### src/rtl/miriscv_btb_upd_ctrl.sv
// ---------------------------------------------------------------------------
// miriscv_btb_upd_ctrl
//
// Update sequencer for the branch target buffer. Update and invalidate
// requests from the execute-stage feedback path are queued in a small
// circular FIFO. In RUN they are drained into the BTB write port at one per
// cycle. While the BTB is self-initialising, requests are held off. On
// request, a full-table invalidate walk runs across every BTB index.
//
// Parameters
//   BTB_SIZE    number of BTB entries (power of two)
//   FIFO_DEPTH  update FIFO entries (power of two, >= 2)
//
// Ports
//   clk_i, arstn_i        clock and asynchronous active-low reset
//   upd_valid_i/ready_o   feedback update handshake
//   upd_pc_i, upd_target_i, upd_branch_i, upd_jal_i, upd_jalr_i, upd_inv_i
//                         update payload
//   flush_all_req_i       single-cycle pulse requesting a full invalidate
//   flush_all_done_o      one-cycle pulse when the full invalidate completes
//   busy_o                high while initialising or walking
//   fifo_cnt_o            current FIFO occupancy
//   btb_init_i            BTB self-initialisation in progress
//   btb_upd_o, btb_pc_o, btb_target_o, btb_branch_o, btb_jal_o, btb_jalr_o,
//   btb_flush_o           BTB write port
// ---------------------------------------------------------------------------
module miriscv_btb_upd_ctrl #(
    parameter int BTB_SIZE   = 1024,
    parameter int FIFO_DEPTH = 4
) (
    input  logic                          clk_i,
    input  logic                          arstn_i,

    input  logic                          upd_valid_i,
    output logic                          upd_ready_o,
    input  logic [31:0]                   upd_pc_i,
    input  logic [31:0]                   upd_target_i,
    input  logic                          upd_branch_i,
    input  logic                          upd_jal_i,
    input  logic                          upd_jalr_i,
    input  logic                          upd_inv_i,

    input  logic                          flush_all_req_i,
    output logic                          flush_all_done_o,
    output logic                          busy_o,
    output logic [$clog2(FIFO_DEPTH):0]   fifo_cnt_o,

    input  logic                          btb_init_i,
    output logic                          btb_upd_o,
    output logic [31:0]                   btb_pc_o,
    output logic [31:0]                   btb_target_o,
    output logic                          btb_branch_o,
    output logic                          btb_jal_o,
    output logic                          btb_jalr_o,
    output logic                          btb_flush_o
);

    localparam int IDX_W = $clog2(BTB_SIZE);
    localparam int PTR_W = $clog2(FIFO_DEPTH);
    localparam int CNT_W = PTR_W + 1;

    typedef enum logic [1:0] {
        ST_INIT      = 2'd0,
        ST_RUN       = 2'd1,
        ST_FLUSH_ALL = 2'd2
    } state_e;

    typedef struct packed {
        logic [31:0] pc;
        logic [31:0] target;
        logic        branch;
        logic        jal;
        logic        jalr;
        logic        inv;
    } upd_entry_t;

    state_e             state_q;
    logic [PTR_W-1:0]   rptr_q;
    logic [PTR_W-1:0]   wptr_q;
    logic [CNT_W-1:0]   cnt_q;
    logic [IDX_W-1:0]   idx_q;
    logic               done_q;
    logic               flush_pend_q;

    upd_entry_t         fifo_q [FIFO_DEPTH];
    upd_entry_t         push_entry;
    upd_entry_t         head_entry;

    logic               fifo_full;
    logic               fifo_empty;
    logic               push;
    logic               pop;
    logic               walk_last;

    // -----------------------------------------------------------------------
    // Handshake and FIFO status: full/empty come from the occupancy counter,
    // so pointers can simply wrap.
    // -----------------------------------------------------------------------
    assign fifo_full   = (cnt_q == CNT_W'(FIFO_DEPTH));
    assign fifo_empty  = (cnt_q == '0);
    assign upd_ready_o = (state_q == ST_RUN) && !fifo_full;
    assign push        = upd_valid_i && upd_ready_o;
    assign pop         = (state_q == ST_RUN) && !fifo_empty;
    assign walk_last   = (idx_q == IDX_W'(BTB_SIZE - 1));

    assign push_entry.pc     = upd_pc_i;
    assign push_entry.target = upd_target_i;
    assign push_entry.branch = upd_branch_i;
    assign push_entry.jal    = upd_jal_i;
    assign push_entry.jalr   = upd_jalr_i;
    assign push_entry.inv    = upd_inv_i;

    assign head_entry = fifo_q[rptr_q];

    // -----------------------------------------------------------------------
    // FIFO storage: payload only, no reset needed because every read is
    // qualified by the occupancy counter.
    // -----------------------------------------------------------------------
    always_ff @(posedge clk_i) begin
        if (push) begin
            fifo_q[wptr_q] <= push_entry;
        end
    end

    // -----------------------------------------------------------------------
    // Control FSM, FIFO pointers, walk counter, done pulse.
    // -----------------------------------------------------------------------
    always_ff @(posedge clk_i or negedge arstn_i) begin
        if (!arstn_i) begin
            state_q      <= ST_INIT;
            rptr_q       <= '0;
            wptr_q       <= '0;
            cnt_q        <= '0;
            idx_q        <= '0;
            done_q       <= 1'b0;
            flush_pend_q <= 1'b0;
        end else begin
            done_q <= 1'b0;
            unique case (state_q)
                ST_INIT: begin
                    // The BTB init already clears every entry, so a flush
                    // request seen here only needs its done pulse.
                    if (btb_init_i) begin
                        if (flush_all_req_i) begin
                            flush_pend_q <= 1'b1;
                        end
                    end else begin
                        state_q      <= ST_RUN;
                        done_q       <= flush_pend_q || flush_all_req_i;
                        flush_pend_q <= 1'b0;
                    end
                end

                ST_RUN: begin
                    if (btb_init_i) begin
                        state_q <= ST_INIT;
                        rptr_q  <= '0;
                        wptr_q  <= '0;
                        cnt_q   <= '0;
                    end else if (flush_all_req_i) begin
                        // The request-cycle push and head drain still
                        // complete; everything left queued is dropped.
                        state_q <= ST_FLUSH_ALL;
                        rptr_q  <= '0;
                        wptr_q  <= '0;
                        cnt_q   <= '0;
                        idx_q   <= '0;
                    end else begin
                        if (push) begin
                            wptr_q <= wptr_q + PTR_W'(1);
                        end
                        if (pop) begin
                            rptr_q <= rptr_q + PTR_W'(1);
                        end
                        if (push && !pop) begin
                            cnt_q <= cnt_q + CNT_W'(1);
                        end else if (!push && pop) begin
                            cnt_q <= cnt_q - CNT_W'(1);
                        end
                    end
                end

                ST_FLUSH_ALL: begin
                    // Further flush requests are merged into this walk.
                    if (btb_init_i) begin
                        state_q <= ST_INIT;
                        idx_q   <= '0;
                    end else if (walk_last) begin
                        state_q <= ST_RUN;
                        idx_q   <= '0;
                        done_q  <= 1'b1;
                    end else begin
                        idx_q <= idx_q + IDX_W'(1);
                    end
                end

                default: begin
                    state_q <= ST_INIT;
                end
            endcase
        end
    end

    // -----------------------------------------------------------------------
    // BTB write port: decoded from registered state only.
    // -----------------------------------------------------------------------
    always_comb begin
        btb_upd_o    = 1'b0;
        btb_pc_o     = '0;
        btb_target_o = '0;
        btb_branch_o = 1'b0;
        btb_jal_o    = 1'b0;
        btb_jalr_o   = 1'b0;
        btb_flush_o  = 1'b0;
        unique case (state_q)
            ST_RUN: begin
                if (!fifo_empty) begin
                    btb_upd_o    = 1'b1;
                    btb_pc_o     = head_entry.pc;
                    btb_target_o = head_entry.target;
                    btb_branch_o = head_entry.branch;
                    btb_jal_o    = head_entry.jal;
                    btb_jalr_o   = head_entry.jalr;
                    btb_flush_o  = head_entry.inv;
                end
            end
            ST_FLUSH_ALL: begin
                // Word-aligned PC selecting BTB index idx_q.
                btb_upd_o              = 1'b1;
                btb_flush_o            = 1'b1;
                btb_pc_o[IDX_W+1:2]    = idx_q;
            end
            default: begin
            end
        endcase
    end

    assign busy_o           = (state_q != ST_RUN);
    assign fifo_cnt_o       = cnt_q;
    assign flush_all_done_o = done_q;

endmodule
### config.mk
export PLATFORM = sky130hd
export DESIGN_NAME = miriscv_btb_upd_ctrl
export DESIGN_NICKNAME = d
export VERILOG_FILES = /design/src/rtl/miriscv_btb_upd_ctrl.sv
export SDC_FILE = /design/constraint.sdc
export NUM_CORES = 1
export LEC_CHECK = 0
export BUFFER_PORTS_ARGS = -buffer_cell sky130_fd_sc_hd__buf_2
export CORE_MARGIN = 4
export CORE_UTILIZATION = 38
export DETAILED_ROUTE_END_ITERATION = 7
export PLACE_DENSITY = 0.63
export SKIP_CTS_REPAIR_TIMING = 1
export SYNTH_ARGS = -nofsm -noshare
export SYNTH_HDL_FRONTEND = slang
export SYNTH_SLANG_ARGS = --single-unit
### constraint.sdc
create_clock -name clk_i -period 3.6 [get_ports clk_i]
set_clock_uncertainty 0.05 [all_clocks]
set_input_delay 0.72 -clock clk_i [delete_from_list [all_inputs] [get_ports clk_i]]
set_output_delay 0.72 -clock clk_i [all_outputs]
set_load 0.05 [all_outputs]
==> impl_metrics.toml, run 1 <==
[global_route]
grt_overflow_total = 0
grt_pass1_vias = 6333
track_usage = 0.140
grt_max_degree = 69
antenna_found_initial = 3
grt_pass1_wl_mm = 36.9

[synthesis]
syn_area_per_cell_sq_um = 19.7
syn_inst = 597
ys_types = 43
yosysWarnings = 0
synth_edf_count = 272
syn_area_sq_um = 11700
seq_area_frac_synth = 0.741
async_reset_ff_frac = 0.0717
syn-num-nets = 681
synthFlopType = "edfxtp_1"
ys_ff_latch = 293

[sta]
setup_violations = 0
max_freq_mhz = 301
maxSlewHeadroom = 0.294
finalCritPeriodShare = 0.924
period_needed_ns = 3.33
drv_slew = 0
hold_viol = 0
grt_setup_unrepaired = "no"
tightest_slew_ns = 1.06
setup_tns_ns = 0

[critical_path]
cp-start-kind = "flop"
cp-end-kind = "primary output"
critical_path_class = "reg -> out"
arrival_ns = 2.56
reg2reg_depth = 12
critPathMaxFanout = 58
required_ns = 2.83

[routing]
drt_wl_total_mm = 23.8
firstDrtPassIters = 4
wl_per_cell_um = 20.2
drt-initial-drc-count = 364
drcViolationCount = 0
vias_per_cell = 5.14
num_vias = 6050
ant_nets = 0

[cts]
clk_pin_slew_ns = 0.06
cts_buffers = 30
cts_tree = "built"
cts.path.max_buffers = 3
clock_sinks = 293
htreeDepth = 1
clock_latency_ns = 0.54
clockRootBuffer = "clkbuf_16"

[finish]
fillers = 2608
syn2layout_area_growth_pct = 18.8
drive_above_1_share = 0.365
insertedDiodeCount = 0
fin_nets = 842

[power_and_ir_drop]
finalPower_w = 0.0103
ir_drop_mv = 0.529
p_leak_nw = 5.05
power_density_nw_per_um2 = 738

[placement]
dp_hpwl_mm = 14.7
globalplace.congestion = 0.814
port_buffers = 147

[floorplan]
start_util = 0.385
rows = 64
core_sq_um = 30500
dieArea_sq_um = 33800
dieWidth_um = 184
fp.dieH_um = 184
ios = 148

[min_path]
hold_path_class = "in -> async"

[outcome]
status = "finished clean"

[run]
drv_cap = 0
[kinds of logic (layout without fill, tap and decap cells)]
logic type / count (synthesis) / after routing / synth area share
XOR/XNOR: 5 / 5 / 0.00373
flip-flops: 293 / 293 / 0.741
adder cells (fa/ha/maj): 11 / 11 / 0.0124
AO/OA/AOI/OAI: 56 / 56 / 0.0339
multiplexers: 68 / 68 / 0.130
buffers and inverters: 47 / 230 / 0.0216
AND/OR/NAND/NOR: 117 / 117 / 0.0572
[cell usage after synthesis, types with 3 or more instances]
| master | instances | area [sq um] |
|---|---|---|
| a21o_1 | 3 | 22.5 |
| a21oi_1 | 14 | 70.1 |
| a22oi_1 | 10 | 75.1 |
| and2_1 | 5 | 31.3 |
| and3_1 | 59 | 369 |
| buf_2 | 11 | 55.1 |
| buf_6 | 8 | 90.1 |
| clkbuf_1 | 14 | 52.6 |
| dfrtp_1 | 21 | 526 |
| edfxtp_1 | 272 | 8170 |
| ha_1 | 10 | 125 |
| inv_1 | 13 | 48.8 |
| mux4_2 | 68 | 1530 |
| nand2_1 | 12 | 45.0 |
| nand3_1 | 7 | 35.0 |
| nor2_1 | 14 | 52.6 |
| nor2b_1 | 10 | 62.6 |
| o21ai_0 | 10 | 50.1 |
| xnor2_1 | 5 | 43.8 |
[area by class of cell]
cell class | count | area [sq um] | area share
Clock buffer | 39 | 806 | 0.0578
Timing Repair Buffer | 163 | 981 | 0.0704
Inverter | 13 | 48.8 | 0.00350
Multi-Input combinational cell | 257 | 2800 | 0.201
Sequential cell | 293 | 8700 | 0.624
Clock inverter | 15 | 105 | 0.00754
Tap cell | 396 | 495 | 0.0355
[path summary, 6_finish.rpt]
check	from	endpoint	slack [ns]
max	fifo_cnt_o[1]$_DFFE_PN0P_	btb_target_o[1]	0.27
min	arstn_i	fifo_cnt_o[2]$_DFFE_PN0P_	0.11
max reg2reg	state_q[1]$_DFFE_PN0P_	fifo_cnt_o[2]$_DFFE_PN0P_	1.02
min reg2reg	flush_pend_q$_DFFE_PN0P_	flush_pend_q$_DFFE_PN0P_	0.49
max in group asynchronous	arstn_i	rptr_q[1]$_DFFE_PN0P_	2.98
min in group clk_i	upd_target_i[3]	fifo_q[3][7]$_DFFE_PP_	0.34
[power by group]
group | total, W | internal [W] | switching (W)
clock network | 0.00286 | 0.00164 | 0.00122
registers | 0.00422 | 0.00407 | 0.000156
logic | 0.00321 | 0.00114 | 0.00206
[sequential cells by signal (all words and copies together) (netlist names)]
name              flops
fifo_q              272
idx_q                10
fifo_cnt_o            3
flush_pend_q          1
flush_all_done_o      1
state_q               2
wptr_q                2
rptr_q                2
[stage by stage]
stage | instances | hold WS, ns | utilization | cell area [sq um] | worst slack (ns)
finish | 1176 | 0.109 | 0.457 | 13900 | 0.273
global route | 1176 | 0.117 | 0.457 | 13900 | 0.121
CTS | 1176 | 0.101 | 0.457 | 13900 | 0.197
detailed placement | 1122 | 0.464 | 0.427 | 13000 | 0.786
global placement | 1122 | 0.452 | 0.427 | 13000 | 0.801
floorplan | 597 | 0.374 | - | 11700 | 0.184
[routing by layer]
layer	wire, um	GRT usage	vias up
li1	-	-	2762
met1	10500	0.196	3090
met2	11400	0.229	154
met3	1370	0.0287	38
met4	440	0.0299	6
met5	34	0	-
[critical path, stage by stage (launching register included)]
cell     delay (ns)
dfrtp_1        0.42
or3_2          0.96
and3_1         0.40
buf_2          0.22
[cells in the final DEF (no fill, tap or decap), drive strengths merged, types with 2 or more instances in the layout]
| cell | netlist | routed |
|---|---|---|
| a22oi | 10 | 10 |
| and2 | 6 | 6 |
| a21oi | 14 | 14 |
| a211oi | 3 | 3 |
| clkbuf | 14 | 39 |
| nor2b | 10 | 10 |
| inv | 13 | 13 |
| a22o | 2 | 2 |
| nor3 | 2 | 2 |
| a41oi | 2 | 2 |
| dfrtp | 21 | 21 |
| and3 | 59 | 59 |
| nand3 | 7 | 7 |
| a21o | 3 | 3 |
| o21a | 2 | 2 |
| xnor2 | 5 | 5 |
| nand4 | 2 | 2 |
| o21ai | 11 | 11 |
| nand2 | 12 | 12 |
| edfxtp | 272 | 272 |
| mux4 | 68 | 68 |
| nand2b | 2 | 2 |
| buf | 20 | 163 |
| clkinv | 0 | 13 |
| ha | 10 | 10 |
| nor2 | 14 | 14 |
Note: power is estimated with default switching activity, not from simulation.
==> run 2, diff against run 1 <==
--- a/config.mk
+++ b/config.mk
@@ -5,11 +5,12 @@
 export SDC_FILE = /design/constraint.sdc
 export NUM_CORES = 1
 export LEC_CHECK = 0
-export BUFFER_PORTS_ARGS = -buffer_cell sky130_fd_sc_hd__buf_2
 export CORE_MARGIN = 4
 export CORE_UTILIZATION = 38
 export DETAILED_ROUTE_END_ITERATION = 7
-export PLACE_DENSITY = 0.63
+export DONT_BUFFER_PORTS = 1
+export GPL_TIMING_DRIVEN = 0
+export PLACE_DENSITY = 0.59
 export SKIP_CTS_REPAIR_TIMING = 1
 export SYNTH_ARGS = -nofsm -noshare
 export SYNTH_HDL_FRONTEND = slang
==> run 2 against run 1 <==
Compared with the run above:
- power rose by 6.4%
- die area is the same
- wire length rose by 5.8%
- register-to-register slack lost 0.26 ns
- critical endpoint is now btb_flush_o
==> impl_metrics.toml, run 2 (synthesis gave the netlist of run 1 again) <==
[finish]
multi_input_area_sq_um = 2950
final_cell_area_sq_um = 13700
mostFrequentLayoutCell = "edfxtp_1"
fin_nets = 723
layout.area.seq_sq_um = 8700
largest_register = "fifo_q"
fillers = 2590
fin_cells = 1056
mostFrequentLayoutCells = "edfxtp_1, mux4_2, clkbuf_16, and3_2, and3_1"
insertedDiodeCount = 0
drive_above_1_share = 0.303
largest_reg_flops = 272
syn2layout_area_growth_pct = 16.5
layout.core_utilization = 0.448

[floorplan]
rows = 64
dieWidth_um = 184
core_sq_um = 30500
start_util = 0.385
fp.dieH_um = 184
dieArea_sq_um = 33800
ios = 148

[outcome]
status = "finished clean"

[cts]
clock_latency_ns = 0.50
cts.path.max_buffers = 3
clk_pin_slew_ns = 0.06
cts_tree = "built"
cts_buffers = 34
clock_sinks = 293
htreeDepth = 2
clockRootBuffer = "clkbuf_16"

[global_route]
grt_overflow_total = 0
grt_max_degree = 47
grt_pass1_vias = 6240
antenna_found_initial = 0
track_usage = 0.149
grt_pass1_wl_mm = 38.0

[sta]
setup_violations = 0
tightest_slew_ns = 1.04
finalCritPeriodShare = 0.948
period_needed_ns = 3.41
worst_hold_slack_ns = 0.233
max_freq_mhz = 293
grt_setup_unrepaired = "no"
drv_slew = 0
setup_tns_ns = 0
maxSlewHeadroom = 0.308
hold_viol = 0

[power_and_ir_drop]
ir_drop_mv = 0.457
p_leak_nw = 4.56
power_density_nw_per_um2 = 801

[routing]
ant_nets = 0
wl_per_cell_um = 23.8
drt-initial-drc-count = 392
met3_length_mm = 2.09
top_layer = "met4"
met2_length_mm = 12.8
drcViolationCount = 0
drt-met1-wl_mm = 9.73
drt_wl_total_mm = 25.2
firstDrtPassIters = 6
vias_per_cell = 5.47
num_vias = 5775

[placement]
dp.cells = 997
dpl-instance-area_sq_um = 12400
port_buffers = 0
dp_hpwl_mm = 16.1
globalplace.congestion = 0.835

[critical_path]
cp-end-kind = "primary output"
reg2reg_depth = 11
cp-start-kind = "flop"
critPathMaxFanout = 5
r2r_slack_ns = 0.76
critical_path_class = "reg -> out"
required_ns = 2.83
arrival_ns = 2.64

[min_path]
hold-path-cell-count = 1
hold_path_class = "in -> reg"

[run]
drv_cap = 0
-- run 2: changes by cell type in the layout (fill, tap and decap cells not counted), sizes merged --
cell	previous run	this run
buf	163	24
clkbuf	39	56
clkinvlp	1	4
clkinv	13	8
dlygate4sd3	0	1
bufinv	1	4
-- run 2: final timing paths --
check,start,to
worst max-delay path,state_q[1]$_DFFE_PN0P_,btb_flush_o
worst min-delay path,btb_init_i,flush_all_done_o$_DFF_PN0_
worst max register to register,state_q[1]$_DFFE_PN0P_,fifo_cnt_o[2]$_DFFE_PN0P_
worst min register to register,flush_pend_q$_DFFE_PN0P_,flush_pend_q$_DFFE_PN0P_
max in group asynchronous,arstn_i,fifo_cnt_o[2]$_DFFE_PN0P_
min in group asynchronous,arstn_i,fifo_cnt_o[0]$_DFFE_PN0P_
-- run 2: power breakdown --
group,total (W),switching [W],internal [W]
clock,0.00342,0.00128,0.00214
combinational,0.00328,0.00214,0.00115
sequential,0.00424,0.000173,0.00407
-- run 2: stage by stage --
| stage | worst slack [ns] | total power (W) |
|---|---|---|
| floorplan | 0.184 | 0.00671 |
| global placement | -0.916 | 0.00742 |
| detailed placement | -0.152 | 0.00750 |
| CTS | -0.702 | 0.0110 |
| global route | 0.0715 | 0.0115 |
| finish | 0.186 | 0.0109 |
-- run 2: cell type report --
cell class,instances,share of cell area
flip-flops and latches,293,0.636
multi-input cells,257,0.216
clock buffers,41,0.0688
well taps,396,0.0362
plain buffers,34,0.0154
clock inverters,16,0.0136
repair buffers,6,0.0102
inverters,13,0.00384
-- run 2: per-layer routing --
| metal | up-vias | track usage |
|---|---|---|
| li1 | 2518 | - |
| met1 | 3017 | 0.180 |
| met2 | 198 | 0.255 |
| met3 | 42 | 0.0530 |
| met4 | 0 | 0.0414 |
| met5 | - | 0 |
-- run 2: critical path, cell delays in order (launching register included) --
cell and delay [ns]:
dfrtp_1 0.41, inv_1 0.12, ha_4 0.20, clkinvlp_4 0.32, a21oi_4 0.27, inv_1 0.12, a21boi_4 0.40, o21a_4 0.30
